===== config.mk =====
export PLATFORM = sky130hd
export DESIGN_NAME = uart_rx
export DESIGN_NICKNAME = d
export VERILOG_FILES = /design/src/rtl/uart_pkg.sv /design/src/rtl/uart_rx_baud.sv /design/src/rtl/uart_rx.sv
export SDC_FILE = /design/constraint.sdc
export NUM_CORES = 1
export LEC_CHECK = 0
export ABC_AREA = 1
export CAP_MARGIN = 20
export CORE_MARGIN = 2
export CORE_UTILIZATION = 45
export DETAILED_ROUTE_END_ITERATION = 12
export PLACE_DENSITY = 0.74
export SLEW_MARGIN = 10
export SYNTH_ARGS = -nofsm -noshare
export SYNTH_HDL_FRONTEND = slang
export SYNTH_SLANG_ARGS = --single-unit

===== constraint.sdc =====
create_clock -name SCLK -period 3.2 [get_ports SCLK]
set_input_delay 0.48 -clock SCLK [delete_from_list [all_inputs] [get_ports SCLK]]
set_output_delay 0.48 -clock SCLK [all_outputs]
set_load 0.02 [all_outputs]

===== src/rtl/uart_pkg.sv =====
// Shared UART definitions: receiver FSM states, BMODE baud table and divisor
// helper, and the UMODE/SMODE field decode used by both transmitter and receiver.
package uart_pkg;

    typedef enum logic [2:0] {
        ST_IDLE,
        ST_START,
        ST_DATA,
        ST_PARITY,
        ST_STOP,
        ST_DONE,
        ST_WAIT_HIGH
    } rx_state_e;

    localparam int unsigned UMODE_PAR_BIT    = 2;
    localparam int unsigned SMODE_ODD_BIT    = 0;
    localparam int unsigned SMODE_STOP2_BIT  = 1;
    localparam int unsigned BAUD_TBL_SIZE    = 8;
    localparam logic [2:0]  BAUD_SEL_DEFAULT = 3'd1;

    function automatic int unsigned baud_rate(input logic [2:0] sel);
        case (sel)
            3'd0:    return 32'd4800;
            3'd1:    return 32'd9600;
            3'd2:    return 32'd14400;
            3'd3:    return 32'd19200;
            3'd4:    return 32'd38400;
            3'd5:    return 32'd57600;
            3'd6:    return 32'd115200;
            default: return 32'd9600;
        endcase
    endfunction

    // Out-of-range BMODE codes fall back to 9600.
    function automatic logic [2:0] baud_sel(input logic [4:0] bmode);
        return (bmode < 5'd7) ? bmode[2:0] : BAUD_SEL_DEFAULT;
    endfunction

    function automatic logic [15:0] baud_div(input int unsigned clk_hz, input logic [2:0] sel);
        int unsigned d;
        d = clk_hz / (32'd16 * baud_rate(sel));
        if (d == 32'd0) begin
            d = 32'd1;
        end else if (d > 32'd65535) begin
            d = 32'd65535;
        end
        return d[15:0];
    endfunction

    function automatic logic [3:0] data_len(input logic [1:0] umode_len);
        return 4'd5 + {2'b00, umode_len};
    endfunction

endpackage


===== src/rtl/uart_rx_baud.sv =====
// 16x oversample tick generator: down-counter reloaded with the divisor, plus a
// 4-bit index of the tick within the current bit. Held parked while restart_i is high.
module uart_rx_baud (
    input  logic        clk_i,
    input  logic        rst_ni,
    input  logic        restart_i,
    input  logic [15:0] div_i,
    output logic        tick_o,
    output logic [3:0]  tick_idx_o
);

    logic [15:0] cnt_q;
    logic [3:0]  idx_q;

    assign tick_o     = (cnt_q == 16'd0) && !restart_i;
    assign tick_idx_o = idx_q;

    always_ff @(posedge clk_i or negedge rst_ni) begin
        if (!rst_ni) begin
            cnt_q <= '0;
            idx_q <= '0;
        end else if (restart_i) begin
            cnt_q <= div_i - 16'd1;
            idx_q <= '0;
        end else if (cnt_q == 16'd0) begin
            cnt_q <= div_i - 16'd1;
            idx_q <= idx_q + 4'd1;
        end else begin
            cnt_q <= cnt_q - 16'd1;
        end
    end

endmodule


===== src/rtl/uart_rx.sv =====
// 16x-oversampled UART receiver with majority-vote bit sampling and error flags.
// Parity support is compiled in only when UART_RX_PARITY_EN is defined.
module uart_rx
    import uart_pkg::*;
#(
    parameter int unsigned CLK_HZ = 100_000_000
) (
    input  logic       SCLK,
    input  logic       SCLR_N,
    input  logic       RX,
    input  logic [2:0] UMODE,
    input  logic [1:0] SMODE,
    input  logic [4:0] BMODE,
    output logic [7:0] RX_DATA,
    output logic       RX_DONE,
    output logic       RX_PERR,
    output logic       RX_FERR,
    output logic       RX_BUSY
);

    rx_state_e   state_q;
    logic        rx_meta_q, rx_sync_q, rx_prev_q;
    logic        vote7_q, vote8_q;
    logic [2:0]  sel_q;
    logic [3:0]  nbits_q;
    logic        stop2_q;
    logic [3:0]  bit_cnt_q;
    logic        stop_cnt_q;
    logic [7:0]  shift_q;
    logic        ferr_pend_q;
    logic [7:0]  data_q;
    logic        done_q, ferr_q, busy_q;

    logic [15:0] div_tbl [BAUD_TBL_SIZE];
    logic [2:0]  div_sel;
    logic        restart, tick, rx_fall, mid, vote;
    logic [3:0]  tick_idx;

    for (genvar g = 0; g < BAUD_TBL_SIZE; g++) begin : g_div
        assign div_tbl[g] = baud_div(CLK_HZ, 3'(g));
    end

    // While idle the counter tracks the live BMODE so the first bit after a
    // start edge already runs at the rate that gets latched on that edge.
    assign div_sel = (state_q == ST_IDLE) ? baud_sel(BMODE) : sel_q;
    assign restart = (state_q == ST_IDLE) || (state_q == ST_DONE) || (state_q == ST_WAIT_HIGH);
    assign rx_fall = rx_prev_q && !rx_sync_q;
    assign mid     = tick && (tick_idx == 4'd9);
    assign vote    = (vote7_q & vote8_q) | (vote7_q & rx_sync_q) | (vote8_q & rx_sync_q);

    uart_rx_baud u_baud (
        .clk_i      (SCLK),
        .rst_ni     (SCLR_N),
        .restart_i  (restart),
        .div_i      (div_tbl[div_sel]),
        .tick_o     (tick),
        .tick_idx_o (tick_idx)
    );

    // Synchronizer resets to the idle-high level so reset release is not seen as an edge.
    always_ff @(posedge SCLK or negedge SCLR_N) begin
        if (!SCLR_N) begin
            rx_meta_q <= 1'b1;
            rx_sync_q <= 1'b1;
            rx_prev_q <= 1'b1;
        end else begin
            rx_meta_q <= RX;
            rx_sync_q <= rx_meta_q;
            rx_prev_q <= rx_sync_q;
        end
    end

`ifdef UART_RX_PARITY_EN
    logic par_en_q, odd_q, perr_pend_q, perr_q;
    assign RX_PERR = perr_q;
`else
    logic unused_par_cfg;
    assign unused_par_cfg = ^{UMODE[UMODE_PAR_BIT], SMODE[SMODE_ODD_BIT]};
    assign RX_PERR = 1'b0;
`endif

    always_ff @(posedge SCLK or negedge SCLR_N) begin
        if (!SCLR_N) begin
            state_q     <= ST_IDLE;
            vote7_q     <= 1'b1;
            vote8_q     <= 1'b1;
            sel_q       <= BAUD_SEL_DEFAULT;
            nbits_q     <= 4'd8;
            stop2_q     <= 1'b0;
            bit_cnt_q   <= '0;
            stop_cnt_q  <= 1'b0;
            shift_q     <= '0;
            ferr_pend_q <= 1'b0;
            data_q      <= '0;
            done_q      <= 1'b0;
            ferr_q      <= 1'b0;
            busy_q      <= 1'b0;
`ifdef UART_RX_PARITY_EN
            par_en_q    <= 1'b0;
            odd_q       <= 1'b0;
            perr_pend_q <= 1'b0;
            perr_q      <= 1'b0;
`endif
        end else begin
            done_q <= 1'b0;
            if (tick && tick_idx == 4'd7) vote7_q <= rx_sync_q;
            if (tick && tick_idx == 4'd8) vote8_q <= rx_sync_q;

            case (state_q)
                ST_IDLE: begin
                    if (rx_fall) begin
                        state_q     <= ST_START;
                        busy_q      <= 1'b1;
                        sel_q       <= baud_sel(BMODE);
                        nbits_q     <= data_len(UMODE[1:0]);
                        stop2_q     <= SMODE[SMODE_STOP2_BIT];
                        stop_cnt_q  <= 1'b0;
                        shift_q     <= '0;
                        ferr_pend_q <= 1'b0;
`ifdef UART_RX_PARITY_EN
                        par_en_q    <= UMODE[UMODE_PAR_BIT];
                        odd_q       <= SMODE[SMODE_ODD_BIT];
                        perr_pend_q <= 1'b0;
`endif
                    end
                end
                ST_START: begin
                    if (mid) begin
                        if (vote) begin
                            state_q <= ST_IDLE;
                            busy_q  <= 1'b0;
                        end else begin
                            state_q   <= ST_DATA;
                            bit_cnt_q <= '0;
                        end
                    end
                end
                ST_DATA: begin
                    if (mid) begin
                        shift_q[bit_cnt_q[2:0]] <= vote;
                        bit_cnt_q <= bit_cnt_q + 4'd1;
                        if (bit_cnt_q == nbits_q - 4'd1) begin
`ifdef UART_RX_PARITY_EN
                            state_q <= par_en_q ? ST_PARITY : ST_STOP;
`else
                            state_q <= ST_STOP;
`endif
                        end
                    end
                end
`ifdef UART_RX_PARITY_EN
                ST_PARITY: begin
                    if (mid) begin
                        if (vote != (^shift_q ^ odd_q)) perr_pend_q <= 1'b1;
                        state_q <= ST_STOP;
                    end
                end
`endif
                ST_STOP: begin
                    if (mid) begin
                        if (!vote) ferr_pend_q <= 1'b1;
                        if (stop2_q && !stop_cnt_q) begin
                            stop_cnt_q <= 1'b1;
                        end else begin
                            state_q <= ST_DONE;
                        end
                    end
                end
                ST_DONE: begin
                    data_q <= shift_q;
                    ferr_q <= ferr_pend_q;
                    done_q <= 1'b1;
`ifdef UART_RX_PARITY_EN
                    perr_q <= perr_pend_q;
`endif
                    if (ferr_pend_q) begin
                        state_q <= ST_WAIT_HIGH;
                    end else begin
                        state_q <= ST_IDLE;
                        busy_q  <= 1'b0;
                    end
                end
                ST_WAIT_HIGH: begin
                    if (rx_sync_q) begin
                        state_q <= ST_IDLE;
                        busy_q  <= 1'b0;
                    end
                end
                default: begin
                    state_q <= ST_IDLE;
                    busy_q  <= 1'b0;
                end
            endcase
        end
    end

    assign RX_DATA = data_q;
    assign RX_DONE = done_q;
    assign RX_FERR = ferr_q;
    assign RX_BUSY = busy_q;

endmodule


# Word level (Yosys, flattened, before mapping)
# Memories as Yosys holds them, arrays and structs flattened.
# Cells that the tools add are included.
[word_totals]
register_bits = 61
mem_bits_ro = 128
in_bits = 13
out_inout_bits = 12
wordCells = 126
n_memories = 1
[memory_table]
columns = ["name", "depth", "width", "rd", "rd_clocked_by_memory_dff", "write_ports", "line", "source"]
rows = [
  ["(name not given)", 8, 16, 1, 0, 0, "uart_rx.sv:55", ".div_i (div_tbl[div_sel]),"],
]
[op_classes]
addsub = 6
n_lt_le_gt_ge = 4
n_eq_ne = 21
n_mux = 42
bitwise_logic = 7
reduce_logical = 26
[op_table]
columns = ["cell", "n"]
rows = [
  ["$mux W16", 4],
  ["$sub A16 B1 Y16 const B", 2],
  ["$mux W3", 10],
  ["$ne A2 B2 Y1 const B", 12],
  ["$mux W4", 5],
  ["$pmux W3 S6", 1],
  ["$logic_not A16 Y1", 1],
  ["$mux W8", 2],
  ["$pmux W8 S2", 1],
  ["$mux W1", 12],
  ["$reduce_and A4 Y1", 3],
  ["$eq A3 B3 Y1 const B", 3],
  ["$add A4 B1 Y4 const B", 2],
  ["$bwmux W8", 1],
  ["$eq A4 B4 Y1 const B", 2],
  ["$pmux W4 S2", 1],
  ["$reduce_bool A2 Y1", 4],
  ["$logic_and A1 B1 Y1", 7],
  ["$reduce_and A7 Y1", 1],
  ["$reduce_and A6 Y1", 1],
  ["$lt A5 B3 Y1 const B", 1],
  ["$pmux W1 S5", 1],
  ["$add A3 B2 Y4 const A", 1],
  ["$eq A4 B3 Y1 const B", 1],
  ["20 further kinds", 27],
]

# Logic depth before layout (Yosys ltp)
# Gate-level depths: netlist of run 1.
[logic_depth]
ltp_word = 10
mapped_depth = 18
ltp_nobuf = 17

# Hierarchy
# Synthesis of run 1 repeated with hierarchy kept, for this count alone.
[hier_totals]
hier_cells = 544
area_unflattened_um2 = 3945.0
[modules_own_cells]
columns = ["module", "instances", "cells_each", "area_per_inst_um2", "seq_area_each_um2"]
rows = [
  ["uart_rx", 1, 302, 2384.8, 1034.7],
  ["uart_rx_baud", 1, 242, 1560.2, 500.5],
]

# Worst setup path before layout of run 1
# No wires, ideal clock.
[synth_path]
path_type = "reg-to-reg"
from = "register state_q[0]"
to = "register u_baud.cnt_q[6]"
setup_time_ns = 0.118
arrival_time_ns = 2.103
required_time_ns = 3.082
path_slack_ns = 0.979
path_stages_with_launch = 17
period_less_slack_ns = 2.221
cell_sequence = "dfrtp_1 -> nor2_2 -> nand2_4 -> inv_2 -> nand2_1 -> nand2_1 -> inv_1 -> ha_1 -> inv_1 -> o21ai_2 -> inv_2 -> ha_1 -> inv_1 -> nor2_1 -> nand4_1 -> nand3_1 -> nand2_1"
[synth_between]
elab_chain_len = 9
[synth_rtl]
columns = ["item", "line", "source"]
rows = [
  ["start: declaration", "uart_rx.sv:21", "rx_state_e state_q;"],
  ["start signal: assignment", "uart_rx.sv:84", "state_q <= ST_IDLE;"],
  ["start signal: assignment", "uart_rx.sv:112", "state_q <= ST_START;"],
  ["start signal: assignment", "uart_rx.sv:130", "state_q <= ST_IDLE;"],
  ["$logic_not A3 Y1", "uart_rx.sv:45, uart_rx.sv:46", ""],
  ["$mux W3", "uart_rx.sv:45", "assign div_sel = (state_q == ST_IDLE) ? baud_sel(BMODE) : sel_q;"],
  ["$not A3 Y4 (implied by the code)", "uart_rx.sv:55", ""],
  ["$mem_v2 Z8 W16", "n/a", ""],
  ["$mux W16 (implied by the code) (2 in a row)", "uart_rx.sv:55", ""],
  ["$sub A16 B1 Y16", "uart_rx_baud.sv:23, uart_rx_baud.sv:26", ""],
  ["$mux W16", "uart_rx_baud.sv:25", "end else if (cnt_q == 16'd0) begin"],
  ["$mux W16 *", "uart_rx_baud.sv:22", "end else if (restart_i) begin"],
  ["end signal: assignment", "uart_rx_baud.sv:23", "cnt_q <= div_i - 16'd1;"],
  ["end signal: assignment", "uart_rx_baud.sv:26", "cnt_q <= div_i - 16'd1;"],
  ["end signal: assignment", "uart_rx_baud.sv:29", "cnt_q <= cnt_q - 16'd1;"],
  ["end: declaration", "uart_rx_baud.sv:12", "logic [15:0] cnt_q;"],
]
# Every way passes the cells marked *; elsewhere a longest branch is shown, timed or not. The select of a mux whose other input is x is not followed.
# A chain may end at the register's enable or synchronous reset.

# Worst setup path in the final report of run 1
# Ends and elaborated chain as after synthesis.

==> results by group, run 1 <==
Setup path
  – Reg2reg setup slack: 0.66 ns
  – Maximum fanout count along the critical path: 7
  – Startpoint-to-endpoint class of the critical path: reg -> reg
  – Worst endpoint required time: 3.44 ns
  – Setup crit start: state_q[0]
  – Worst r2r src: state_q[0]
  – Worst Reg-to-Reg Cells: 16
  – Startpoint type of the worst setup path: flip-flop
  – Reg2Reg Capture Point: u_baud.cnt_q[6]
  – End point of the critical path: u_baud.cnt_q[6]
  – Type of element capturing the critical path: flip-flop
  – Data arrival, critical path: 2.78 ns

STA
  – Worst rel slew slack: 35.1%
  – Worst path setup slack after routing: 0.658 ns
  – Fraction of the cycle the final worst path needs: 79.4%
  – Aggregate negative setup slack: 0 ns
  – Actual transition at the worst max-transition pin: 0.973 ns
  – Hold Violations, Final: 0
  – Max Freq: 393 MHz
  – Worst Clk Skew: 0.0126 ns
  – Final min period: 2.54 ns
  – Max-slew violations: 0
  – Final setup violation count: 0
  – Setup repair after global routing missed its margin: no

Clock network
  – Post-CTS resize count: 0
  – Maximum level of the CTS H-tree: 3
  – CTS Hold Bufs: 0
  – Clock latency on the worst-skew pair: 0.34 ns
  – Clock-pin slew on the worst setup and hold paths: 0.08 ns
  – Total clock sinks: 61
  – Clock tree from TritonCTS: built
  – Root buffer cell: sky130_fd_sc_hd__clkbuf_8
  – Buffers inserted during post-CTS setup optimization: 0
  – Buffer depth of the longest clock path: 2
  – Number of buffers added by the clock tree synthesis step: 9

Cells and area
  – Antenna diode instance count: 0
  – Count of nets after finishing: 485
  – Finished layout cell area: 3980 um2
  – Layout Area Growth over Synthesis: 13.6%
  – Proportion of layout cells with a drive suffix above 1: 11.7%

Global routing
  – Global-route wire length before repair: 11.2 mm
  – Final global-route overflow total: 0
  – Number of global-route vias before repair: 2,536
  – Initial antenna violation count: 0
  – Pin count of the biggest net entering global routing: 45
  – All-layer global routing usage: 16.4%

Yosys
  – Synthesized-area fraction occupied by and/or/nand/nor cells: 29.0%
  – Part of the Yosys area used for sequential elements: 43.9%
  – Most common flop cell mapped by yosys: sky130_fd_sc_hd__dfrtp_1
  – Share of the synthesized netlist area taken by xor and xnor gates: 4.76%
  – Syn Nets: 461
  – Fraction of synthesized area in multiplexers: 0.286%
  – Total standard cell area after synthesis: 3500 um2
  – Main combinational cell family by area after synthesis: simple AND/OR/NAND/NOR gates
  – Number of warning messages in the yosys log: 0
  – Async S/R FF share, synth: 100%
  – Synthesized-area fraction occupied by adder cells: 5.01%
  – Number of enable flip-flop cells after synthesis: 0
  – Total of flip-flops plus latches after synthesis: 61
  – Post-synthesis average cell area: 8.06 um2
  – Cell count after synthesis: 434
  – Distinct cells, synth: 38
  – Synth Area in Compound Gates: 10.2%

Power and ir drop
  – Proportion of power drawn by flip-flops and latches: 31.4%
  – Peak ir drop on the vdd network: 0.000454 V
  – Internal power component: 1.95 mW
  – Switching pwr: 1.69 mW
  – Part of the power in combinational logic: 52.1%
  – Share of total power consumed by net switching: 46.4%
  – Leakage dissipation: 1.89 nW
  – Proportion of power drawn by the clock network: 16.5%
  – Power density relative to cell area: 915 nW/um2

Floorplan
  – Die area: 8500 um2
  – Number of top-level pins: 25
  – Die Y: 92.2 um
  – Effective utilization at floorplan: 45.7%
  – Core footprint: 7650 um2
  – Core Rows: 32
  – Width of the chip: 92.2 um

Routing
  – Residual antenna-violating net count after detailed routing: 0
  – Routed wire per std cell: 11.3 um
  – Via total after detailed routing: 2,821
  – First-pass detailed-route iteration total: 4
  – Post-detailed-route DRC marker count: 0
  – Via/cell ratio: 4.99
  – Iteration-0 DRC count of the detailed router: 116
  – Final wirelength: 6.37 mm

Outcome
  – Run status: complete, no violations

Min path
  – Classification of the worst-slack hold path: in -> async

Place
  – Post-place setup slack: 0.420 ns
  – Placed inst area: 3800 um2
  – Input/output buffers: 21
  – Placer's final routability congestion estimate: 0.817
  – Post-DP HPWL: 4.63 mm

Job
  – # Max-Cap Violations: 0
-- cell families (layout without fill, tap and decap cells) --
group / Yosys count / in the layout
flops: 61 / 61
other cells: 1 / 1
simple gates: 224 / 224
compound gates: 55 / 55
mux: 1 / 1
fa+ha+maj: 14 / 14
buf+inv: 59 / 88
xor+xnor: 19 / 19
-- layout by cell type (no fill, tap or decap), drive strengths merged, types with 3 or more instances in the layout --
cell             n
dfstp            7
clkdlybuf4s50   20
o2111ai          8
nor3            11
o31ai            3
o21ai           29
xor2             6
buf              4
clkinv           5
inv             48
xnor2           13
nand4           16
nand3           27
a21oi           10
nand2          126
clkbuf           9
dfrtp           54
ha              14
nor2            42
-- how the worst min path moves through the flow --
stage,depth (start not counted),slack (ns),from,endpoint
after global placement,0,0.37,rx_meta_q,rx_sync_q
after CTS,1,0.32,SCLR_N,nbits_q[1]
final,1,0.29,SCLR_N,nbits_q[1]
after floorplan,0,0.18,SCLR_N,RX_BUSY
after global routing,1,0.36,SCLR_N,nbits_q[0]
after detailed placement,0,0.36,rx_meta_q,rx_sync_q
-- stage by stage --
stage | utilization [%] | std cells | hold slack (ns) | power [mW]
floorplan | - | 434 | 0.184 | 2.68
global placement | 49.7 | 549 | 0.368 | 3.00
detailed placement | 49.7 | 549 | 0.365 | 3.04
CTS | 52.0 | 565 | 0.319 | 3.66
global route | 52.0 | 565 | 0.360 | 4.01
finish | 52.0 | 565 | 0.286 | 3.64
-- power groups by stage --
stage / clock (mW) / combinational [mW] / sequential [mW]
finish: 0.600 / 1.89 / 1.14
global route: 0.648 / 2.19 / 1.17
CTS: 0.618 / 1.91 / 1.14
detailed placement: 0 / 1.89 / 1.15
global placement: 0 / 1.85 / 1.15
floorplan: 0 / 1.56 / 1.13
-- synthesized netlist by cell type (3+ instances only) --
library cell                count  area, um2
sky130_fd_sc_hd__o31ai_1        3       22.5
sky130_fd_sc_hd__clkbuf_1       5       18.8
sky130_fd_sc_hd__nor2_2         3       18.8
sky130_fd_sc_hd__o21ai_1        7       35.0
sky130_fd_sc_hd__ha_1          14        175
sky130_fd_sc_hd__o2111ai_1      8       70.1
sky130_fd_sc_hd__o21ai_0       19       95.1
sky130_fd_sc_hd__nor3_1        10       50.1
sky130_fd_sc_hd__xnor2_1       13        114
sky130_fd_sc_hd__a21oi_1        9       45.0
sky130_fd_sc_hd__nand3_1       24        120
sky130_fd_sc_hd__dfrtp_1       54       1350
sky130_fd_sc_hd__o21ai_2        3       26.3
sky130_fd_sc_hd__dfstp_2        7        184
sky130_fd_sc_hd__inv_1         39        146
sky130_fd_sc_hd__nand2_2        4       25.0
sky130_fd_sc_hd__nand4_1       16        100
sky130_fd_sc_hd__inv_2          8       30.0
sky130_fd_sc_hd__nand2_1      120        450
sky130_fd_sc_hd__xor2_1         6       52.6
sky130_fd_sc_hd__buf_2          4       20.0
sky130_fd_sc_hd__nor2_1        38        143
-- registers in the layout (all words and copies together) (netlist names) --
name	flops
u_baud.cnt_q	16
RX_DATA	8
shift_q	8
bit_cnt_q	4
nbits_q	4
u_baud.tick_idx_o	4
sel_q	3
state_q	3
RX_BUSY	1
RX_DONE	1
RX_FERR	1
ferr_pend_q	1
rx_meta_q	1
rx_prev_q	1
rx_sync_q	1
stop2_q	1
stop_cnt_q	1
vote7_q	1
vote8_q	1
-- routing by layer --
layer	GRT usage (%)	vias up	wire (um)
li1	-	1471	-
met1	21.8	1291	3280
met2	25.6	47	2780
met3	3.62	12	188
met4	7.71	0	118
met5	0	-	0
-- cell type report --
cell class                 count  area, um2
sequential                    61       1540
fill                         699       3670
inverter                      48        180
multi-input combinational    314       1730
clock inverter                 7       51.3
timing repair buffer          24        228
clock buffer                   9        124
tap                          102        128
-- critical path: stages, from the launching register on --
cell                      delay [ns]
sky130_fd_sc_hd__dfrtp_1        0.46
sky130_fd_sc_hd__nor2_2         0.21
sky130_fd_sc_hd__nand2_4        0.11
sky130_fd_sc_hd__inv_2          0.12
sky130_fd_sc_hd__nand2_1        0.06
sky130_fd_sc_hd__nand2_1        0.17
sky130_fd_sc_hd__inv_1          0.11
sky130_fd_sc_hd__ha_1           0.21
sky130_fd_sc_hd__inv_1          0.09
sky130_fd_sc_hd__o21ai_2        0.07
sky130_fd_sc_hd__inv_2          0.07
sky130_fd_sc_hd__ha_1           0.16
sky130_fd_sc_hd__inv_1          0.04
sky130_fd_sc_hd__nor2_1         0.24
sky130_fd_sc_hd__nand4_1        0.14
sky130_fd_sc_hd__nand3_1        0.10
sky130_fd_sc_hd__nand2_1        0.05
(Power assumes the default switching activity.)
==> inputs of run 2 (changes only) <==
==> constraint.sdc (replaced) <==
create_clock -name SCLK -period 2.4 [get_ports SCLK]
set_input_delay 0.36 -clock SCLK [delete_from_list [all_inputs] [get_ports SCLK]]
set_output_delay 0.36 -clock SCLK [all_outputs]
set_load 0.02 [all_outputs]
==> run 2 against run 1 <==
Compared with the run above:
- clock power grew 72%
- final area increased by 5.0%
- core utilization up 2.6 points
- worst setup slack worse by 0.40 ns
- worst hold slack worse by 0.26 ns
- die area unchanged
- clock skew fell by 0.0031 ns
- final cell count grew 2.8%
- routed wire length up 12%
- count of clock-buffer cells in the layout increased by 1
- register-to-register slack worse by 0.40 ns
- critical path type unchanged
==> results by group, run 2 (synthesized netlist as in run 1, its figures left out) <==
Clock network
  – Maximum level of the CTS H-tree: 3
  – Clock-pin slew on the worst setup and hold paths: 0.07 ns
  – Total clock sinks: 61
  – Number of buffers added by the clock tree synthesis step: 9
  – Buffer depth of the longest clock path: 2
  – Clock tree from TritonCTS: built
  – Root buffer cell: sky130_fd_sc_hd__clkbuf_8
  – Clock latency on the worst-skew pair: 0.34 ns

Floorplan
  – Effective utilization at floorplan: 45.7%
  – Core footprint: 7650 um2
  – Die Y: 92.2 um
  – Number of top-level pins: 25
  – Die area: 8500 um2
  – Width of the chip: 92.2 um
  – Core Rows: 32

Setup path
  – Worst r2r src: state_q[0]
  – Worst Reg-to-Reg Cells: 14
  – Startpoint type of the worst setup path: flip-flop
  – Reg2reg setup slack: 0.26 ns
  – Startpoint-to-endpoint class of the critical path: reg -> reg
  – Worst endpoint required time: 2.60 ns
  – Reg2Reg Capture Point: u_baud.cnt_q[2]
  – Maximum fanout count along the critical path: 7
  – Type of element capturing the critical path: flip-flop
  – Data arrival, critical path: 2.34 ns

Place
  – Placer's final routability congestion estimate: 0.828
  – Input/output buffers: 21
  – Number of cells after detailed placement: 563
  – Post-DP HPWL: 5.11 mm

Global routing
  – Initial antenna violation count: 0
  – Final global-route overflow total: 0
  – Global-route wire length before repair: 12.7 mm
  – All-layer global routing usage: 18.6%
  – Number of global-route vias before repair: 2,886
  – Pin count of the biggest net entering global routing: 36

STA
  – Hold Violations, Final: 0
  – Final min period: 2.14 ns
  – Worst Clk Skew: 0.00947 ns
  – Final hold slack: 0.0247 ns
  – Final setup violation count: 0
  – Actual transition at the worst max-transition pin: 0.612 ns
  – Max Freq: 467 MHz
  – Aggregate negative setup slack: 0 ns
  – Setup repair after global routing missed its margin: no
  – Fraction of the cycle the final worst path needs: 89.3%
  – Max-slew violations: 0
  – Worst rel slew slack: 59.2%

Cells and area
  – Largest Register: u_baud.cnt_q
  – Proportion of layout cells with a drive suffix above 1: 15.2%
  – Fill cell count: 678
  – Leading cell type in the layout, fill and taps excluded: sky130_fd_sc_hd__nand2_1
  – Layout Area Growth over Synthesis: 19.3%
  – Area taken by flip-flops and latches: 1540 um2
  – Count of nets after finishing: 501
  – Antenna diode instance count: 0
  – Combined area of the multi-input logic cells: 1750 um2
  – Number of standard cells in the final layout excluding fillers: 581
  – Number of flip-flops under the largest register name: 16
  – Most used cells in the layout excluding fill and tap cells: sky130_fd_sc_hd__nand2_1 (119), sky130_fd_sc_hd__dfrtp_1 (54), sky130_fd_sc_hd__inv_1 (39), sky130_fd_sc_hd__nor2_1 (37), sky130_fd_sc_hd__nand3_1 (24)

Routing
  – Post-detailed-route DRC marker count: 0
  – Iteration-0 DRC count of the detailed router: 197
  – Final wirelength: 7.11 mm
  – First-pass detailed-route iteration total: 5
  – Routed wire per std cell: 12.2 um
  – Via/cell ratio: 5.12
  – Residual antenna-violating net count after detailed routing: 0
  – Via total after detailed routing: 2,977

Power and ir drop
  – Power density relative to cell area: 1320 nW/um2
  – Overall power of the completed layout: 5.49 mW
  – Peak ir drop on the vdd network: 0.000577 V
  – Leakage dissipation: 2.01 nW

Outcome
  – Run status: complete, no violations

Min path
  – Classification of the worst-slack hold path: in -> async

Job
  – # Max-Cap Violations: 0
## run 2: where the power goes
group	internal, mW	switching, mW	leakage (nW)
Combinational	1.14	1.82	1.11
Clock	0.611	0.416	0.112
Sequential	1.31	0.194	0.781
## run 2: per-layer routing
metal | track usage (%) | part of all wire, % | up-vias
li1 | - | - | 1497
met1 | 23.7 | 46 | 1386
met2 | 31.1 | 49 | 81
met3 | 4.19 | 4.1 | 13
met4 | 6.47 | 1.3 | 0
met5 | 0 | 0 | -
## run 2: per-stage QoR
stage          cell area, um2  worst slack (ns)  util [%]
3_3_place_gp             3920           -0.0959      51.2
4_1_cts                  4140            0.0405      54.2
3_5_place_dp             3920            -0.208      51.2
2_1_floorplan            3500             0.179         -
5_1_grt                  4180            0.0216      54.6
6_report                 4180             0.257      54.6
## run 2: timing repair
action,4_1_cts,5_1_grt
gates resized for setup,0,5
endpoints found under the hold margin,0,0
hold buffers,0,0
buffers inserted,0,2
setup endpoints to repair,0,3
## run 2: critical path, cell delays in order, from the launching register on
cell and delay, ns:
sky130_fd_sc_hd__dfrtp_1 0.41, sky130_fd_sc_hd__nor2_4 0.15, sky130_fd_sc_hd__nand2_4 0.10, sky130_fd_sc_hd__nand2_1 0.09
sky130_fd_sc_hd__nand2_2 0.08, sky130_fd_sc_hd__inv_1 0.11, sky130_fd_sc_hd__ha_1 0.18, sky130_fd_sc_hd__inv_1 0.06
sky130_fd_sc_hd__o21ai_2 0.17, sky130_fd_sc_hd__inv_2 0.05, sky130_fd_sc_hd__ha_1 0.19, sky130_fd_sc_hd__inv_1 0.09
sky130_fd_sc_hd__nor2_4 0.06, sky130_fd_sc_hd__o21ai_0 0.16, sky130_fd_sc_hd__o21ai_0 0.10
## run 2: how the worst max path moves through the flow
stage | start | endpoint | depth (start not counted)
floorplan | state_q[0] | u_baud.cnt_q[6] | 16
CTS | state_q[1] | u_baud.cnt_q[6] | 12
detailed placement | BMODE[3] | u_baud.cnt_q[6] | 14
finish | state_q[0] | u_baud.cnt_q[2] | 14
global placement | BMODE[3] | u_baud.cnt_q[6] | 14
global route | BMODE[4] | u_baud.cnt_q[2] | 15
## run 2: layout make-up
class | count | area share, %
Sequential cell | 61 | 36.8
Clock inverter | 6 | 2.07
Timing Repair Buffer | 40 | 8.63
Inverter | 48 | 4.32
Clock buffer | 10 | 3.30
Tap cell | 102 | 3.06
Multi-Input combinational cell | 314 | 41.9
==> RTL change 1, RTL diff (settings of run 1) <==
Register the inputs `RX` and `BMODE` before use. The logic sees them one clock later. The other inputs are not delayed to match.
--- a/src/rtl/uart_rx.sv
+++ b/src/rtl/uart_rx.sv
@@ -19,4 +19,12 @@
 );
 
+    logic RX_q;
+    logic [4:0] BMODE_q;
+
+    always_ff @(posedge SCLK) begin
+        RX_q    <= RX;
+        BMODE_q <= BMODE;
+    end
+
     rx_state_e   state_q;
     logic        rx_meta_q, rx_sync_q, rx_prev_q;
@@ -43,5 +51,5 @@
     // While idle the counter tracks the live BMODE so the first bit after a
     // start edge already runs at the rate that gets latched on that edge.
-    assign div_sel = (state_q == ST_IDLE) ? baud_sel(BMODE) : sel_q;
+    assign div_sel = (state_q == ST_IDLE) ? baud_sel(BMODE_q) : sel_q;
     assign restart = (state_q == ST_IDLE) || (state_q == ST_DONE) || (state_q == ST_WAIT_HIGH);
     assign rx_fall = rx_prev_q && !rx_sync_q;
@@ -65,5 +73,5 @@
             rx_prev_q <= 1'b1;
         end else begin
-            rx_meta_q <= RX;
+            rx_meta_q <= RX_q;
             rx_sync_q <= rx_meta_q;
             rx_prev_q <= rx_sync_q;
@@ -112,5 +120,5 @@
                         state_q     <= ST_START;
                         busy_q      <= 1'b1;
-                        sel_q       <= baud_sel(BMODE);
+                        sel_q       <= baud_sel(BMODE_q);
                         nbits_q     <= data_len(UMODE[1:0]);
                         stop2_q     <= SMODE[SMODE_STOP2_BIT];
Behaviour: not the same (Yosys sat finds a counterexample within 10 cycles, from zero or initial values).
==> RTL change 1 against run 1 <==
  * Total power increased by 5.6%
  * Worst setup slack gained 0.050 ns
  * Die area is 1.8% higher
  * Critical path depth is 2 higher
  * Cell area is 3.4% higher
  * Area after synthesis increased by 1.9%
  * Clock skew decreased by 0.0064 ns
  * Routed wire length is 6.8% higher
  * Hold slack got worse by 0.018 ns
  * Sequential cell count is 6 higher
  * Critical endpoint unchanged
  * Largest cell class unchanged
==> RTL change 1: results (changes against run 1) <==
Logic synthesis:
- The total of flip-flops plus latches after synthesis was 67 (was 61).
- The mean area per synthesized cell is 8.04 um^2 (was 8.06 um^2).
- The sequential share of the synthesized area was 0.465 (was 0.439).
- The post-synthesis cell type count is 37 (was 38).
- Cells taking the most area after synthesis: sky130_fd_sc_hd__dfrtp_1, sky130_fd_sc_hd__nand2_1, sky130_fd_sc_hd__nand3_1, sky130_fd_sc_hd__dfstp_2, sky130_fd_sc_hd__ha_1 (was sky130_fd_sc_hd__dfrtp_1, sky130_fd_sc_hd__nand2_1, sky130_fd_sc_hd__dfstp_2, sky130_fd_sc_hd__ha_1, sky130_fd_sc_hd__inv_1).

STA:
- The relative slew slack is 0.369 (was 0.351).

Worst setup path:
- The largest driver fanout on the critical path is 8 (was 7).
- The worst setup slack for register-to-register paths was 0.71 ns (was 0.66 ns).
- The start of the worst register-to-register path is state_q[1]$_DFFE_PN0P_ (was state_q[0]$_DFFE_PN0P_).
- The depth of the worst register-to-register path is 18 (was 16).

GRT:
- The global router's overall resource usage is 0.177 (was 0.164).
- The routing usage on met1 is 0.236 (was 0.218).
- The global-route wire length before repair is 12.3 mm (was 11.2 mm).

Final layout:
- The relative area of non-clock buffer cells in the final design is 0.0572 (was 0.0573).
- The clock-cell share of area came to 0.0545 (was 0.0441).
- The combined area of the multi-input logic cells is 0.00166 mm^2 (was 0.00173 mm^2).
- The final-layout fill cell count is 724 (was 699).
- The area occupied by registers came to 0.00166 mm^2 (was 0.00154 mm^2).

Detailed routing:
- The via count normalized by instance count is 5.06 (was 4.99).
- The wire length on met1 is 3.36 mm (was 3.28 mm).
- The detailed route wirelength on metal2 was 3.06 mm (was 2.78 mm).
- The total met3 wirelength after detailed routing is 262 um (was 188 um).
- The violation count after the first detailed-route iteration is 147 (was 116).

Run status:
- Outcome: finished, final reports clean (unchanged).

Power and ir drop:
- The fraction of power spent switching nets is 0.446 (was 0.464).
- The part of the total power dissipated in the clock network is 0.208 (was 0.165).
-- RTL change 1: stage by stage --
step	hold WS (ns)	cell area [um^2]	total power (uW)	setup slack, ns
finish	0.268	4110	3840	0.708
global route	0.314	4110	4220	0.327
CTS	0.302	4110	3850	0.682
detailed placement	0.302	3890	3040	0.714
global placement	0.289	3890	2970	0.824
floorplan	0.184	3560	2630	1.03
-- RTL change 1: worst max path at each step --
stage                                     end                    from  cells past startpoint  slack, ns
floorplan           u_baud.cnt_q[6]$_DFF_PN0_  state_q[1]$_DFFE_PN0P_                     18       1.03
global placement    u_baud.cnt_q[6]$_DFF_PN0_  state_q[1]$_DFFE_PN0P_                     18       0.82
detailed placement  u_baud.cnt_q[6]$_DFF_PN0_  state_q[1]$_DFFE_PN0P_                     18       0.71
CTS                 u_baud.cnt_q[6]$_DFF_PN0_  state_q[1]$_DFFE_PN0P_                     18       0.68
global route        u_baud.cnt_q[6]$_DFF_PN0_  state_q[1]$_DFFE_PN0P_                     18       0.33
finish              u_baud.cnt_q[6]$_DFF_PN0_  state_q[1]$_DFFE_PN0P_                     18       0.71
-- RTL change 1: critical path, delay by kind of cell, from the launching register on --
kind / cells / cell delay (ns)
buffers and inverters: 6 / 0.46
AO/OA/AOI/OAI: 1 / 0.09
flip-flops: 1 / 0.44
adder cells (fa/ha/maj): 2 / 0.34
AND/OR/NAND/NOR: 9 / 1.05
-- RTL change 1: cell families (layout without fill, tap and decap cells) --
group                    Yosys count  in the layout  share of synthesized area
flip-flops                        67             67                      0.465
other                              1              1                    0.00105
adder cells (fa/ha/maj)           14             14                     0.0492
XOR/XNOR                          17             17                     0.0418
AO/OA/AOI/OAI                     70             70                      0.112
AND/OR/NAND/NOR                  211            211                      0.260
multiplexers                       1              1                    0.00281
buffers and inverters             62             96                     0.0688
==> RTL change 2, RTL diff (config.mk and constraints of run 1) <==
Made on the original files. `BAUD_TBL_SIZE`: 8 -> 4.
--- a/src/rtl/uart_pkg.sv
+++ b/src/rtl/uart_pkg.sv
@@ -16,5 +16,5 @@
     localparam int unsigned SMODE_ODD_BIT    = 0;
     localparam int unsigned SMODE_STOP2_BIT  = 1;
-    localparam int unsigned BAUD_TBL_SIZE    = 8;
+    localparam int unsigned BAUD_TBL_SIZE    = 4;
     localparam logic [2:0]  BAUD_SEL_DEFAULT = 3'd1;
 
Function: changed (a bounded check fails within 10 cycles, from zero or initial values).
==> RTL change 2 against run 1 <==
  * Routed wire length decreased by 2.2%
  * First-iteration DRC count increased by 34%
  * Total power decreased by 21%
  * Global-route usage increased by 1.6 points
  * Largest cell class is now flip-flops and latches
  * Worst setup slack improved by 0.41 ns
  * Sequential cell count decreased by 1
  * Largest power group unchanged
  * Area after synthesis decreased by 7.2%
  * Synthesized cell count decreased by 6.0%
  * Hold slack got worse by 0.00067 ns
  * Sequential power decreased by 8%
  * Cell area decreased by 5.9%
  * Sequential share of layout area increased by 1.7 points
==> RTL change 2: results (changes against run 1) <==
Placed design:
- The worst setup timing slack at the placement stage is 0.935 ns (was 0.420 ns).
- The number of cells after detailed placement came to 519 (was 549).
- The detailed-placement wirelength estimate is 4.45 mm (was 4.63 mm).

Detailed routing:
- The overall routed net length is 6.23 mm (was 6.37 mm).
- The average detailed-routed wire length per instance is 11.6 um (was 11.3 um).
- The first-pass iteration count of the detailed router came to 5 (was 4).

GRT:
- The via count of the first global-routing pass is 2471 (was 2536).
- The global-route wire length before repair was 11.1 mm (was 11.2 mm).
- The global routing usage on met3 is 0.0471 (was 0.0362).
- The routing usage on met1 is 0.240 (was 0.218).

Die:
- The die boundary width is 88.9 um (was 92.2 um).

STA:
- The transition time of the tightest slew-check pin is 0.949 ns (was 0.973 ns).
- The worst clock skew is 0.00932 ns (was 0.0126 ns).

Logic synthesis:
- The sequential share of the synthesized area is 0.465 (was 0.439).
- The post-synthesis net count is 434 (was 461).
- Cells taking the most area after synthesis: sky130_fd_sc_hd__dfrtp_1, sky130_fd_sc_hd__nand2_1, sky130_fd_sc_hd__dfstp_2, sky130_fd_sc_hd__ha_1, sky130_fd_sc_hd__inv_1 (unchanged).
- The post-synthesis cell type count is 36 (was 38).
- Synth top cells by count: sky130_fd_sc_hd__nand2_1, sky130_fd_sc_hd__dfrtp_1, sky130_fd_sc_hd__inv_1 (unchanged).
- The mean area per synthesized cell is 7.96 um^2 (was 8.06 um^2).

Worst setup path:
- The data arrival time of the critical path is 2.36 ns (was 2.78 ns).
- The largest stage delay on the critical path is 0.38 ns (was 0.46 ns).
- The depth of the worst register-to-register path was 9 (was 16).
- The largest driver fanout on the critical path was 15 (was 7).
- The worst setup slack for register-to-register paths is 1.07 ns (was 0.66 ns).

Run status:
- Outcome: finished, final reports clean (unchanged).

Final layout:
- The net total in the final layout is 460 (was 485).
- The final-layout fill cell count is 663 (was 699).

Power and ir drop:
- The worst-case vdd ir drop is 0.490 mV (was 0.454 mV).
-- RTL change 2: cell types whose count changed in the layout (fill, tap and decap cells not counted), sizes merged, moves of 2 or more --
| cell | delta |
|---|---|
| clkinvlp | -2 |
| nand2 | +2 |
| nand3 | -3 |
| nand4 | -7 |
| o2111ai | -8 |
| o21a | +2 |
| o21ai | +2 |
| o31ai | -3 |
| xnor2 | -9 |
| xor2 | +3 |
-- RTL change 2: worst max-delay path by stage --
stage / end / start / slack, ns / cells after the start
6_report: u_baud.cnt_q[6]$_DFF_PN0_ / u_baud.cnt_q[0]$_DFF_PN0_ / 1.07 / 9
5_1_grt: u_baud.cnt_q[9]$_DFF_PN0_ / u_baud.cnt_q[0]$_DFF_PN0_ / 0.80 / 9
4_1_cts: u_baud.cnt_q[6]$_DFF_PN0_ / u_baud.cnt_q[0]$_DFF_PN0_ / 1.03 / 9
3_5_place_dp: u_baud.cnt_q[3]$_DFF_PN0_ / BMODE[4] / 0.94 / 8
3_3_place_gp: u_baud.cnt_q[1]$_DFF_PN0_ / BMODE[4] / 1.01 / 8
2_1_floorplan: shift_q[6]$_DFFE_PN0P_ / u_baud.cnt_q[0]$_DFF_PN0_ / 1.47 / 12
-- RTL change 2: layout make-up --
type	instances	area (um^2)	area share
clock inverters	7	75.1	0.0201
well taps	96	120	0.0321
inverters	49	184	0.0492
repair buffers	23	220	0.0589
clock buffers	9	124	0.0331
flip-flops and latches	60	1510	0.404
multi-input cells	291	1510	0.403
-- RTL change 2: metrics by stage --
| step | util | hold slack (ns) |
|---|---|---|
| 4_1_cts | 0.542 | 0.311 |
| 5_1_grt | 0.542 | 0.356 |
| 3_3_place_gp | 0.513 | 0.347 |
| 2_1_floorplan | - | 0.184 |
| 6_report | 0.542 | 0.286 |
| 3_5_place_dp | 0.513 | 0.353 |
-- RTL change 2: logic make-up (layout without fill, tap and decap cells) --
family          Yosys count  count (layout)  synth area share
compound gates           49              49            0.0813
xor+xnor                 13              13            0.0351
simple gates            215             215             0.297
fa+ha+maj                13              13            0.0501
buf+inv                  57              88            0.0705
other cells               1               1           0.00115
flops                    60              60             0.465
-- RTL change 2: per-layer routing --
metal / vias up / wire length (um)
li1: 1347 / -
met1: 1210 / 3010
met2: 48 / 2900
met3: 14 / 207
met4: 0 / 113
met5: - / 0
-- RTL change 2: critical path, delay by kind of cell, from the launching register on --
kind            cells  cell delay, ns
compound gates      1            0.18
fa+ha+maj           1            0.24
buf+inv             3            0.43
flops               1            0.38
simple gates        4            0.80
-- RTL change 2: report_power, final --
part / switching (uW) / internal (uW) / total, uW
clock network: 326 / 363 / 689
registers: 120 / 934 / 1050
logic: 741 / 380 / 1120
total: 1190 / 1680 / 2860
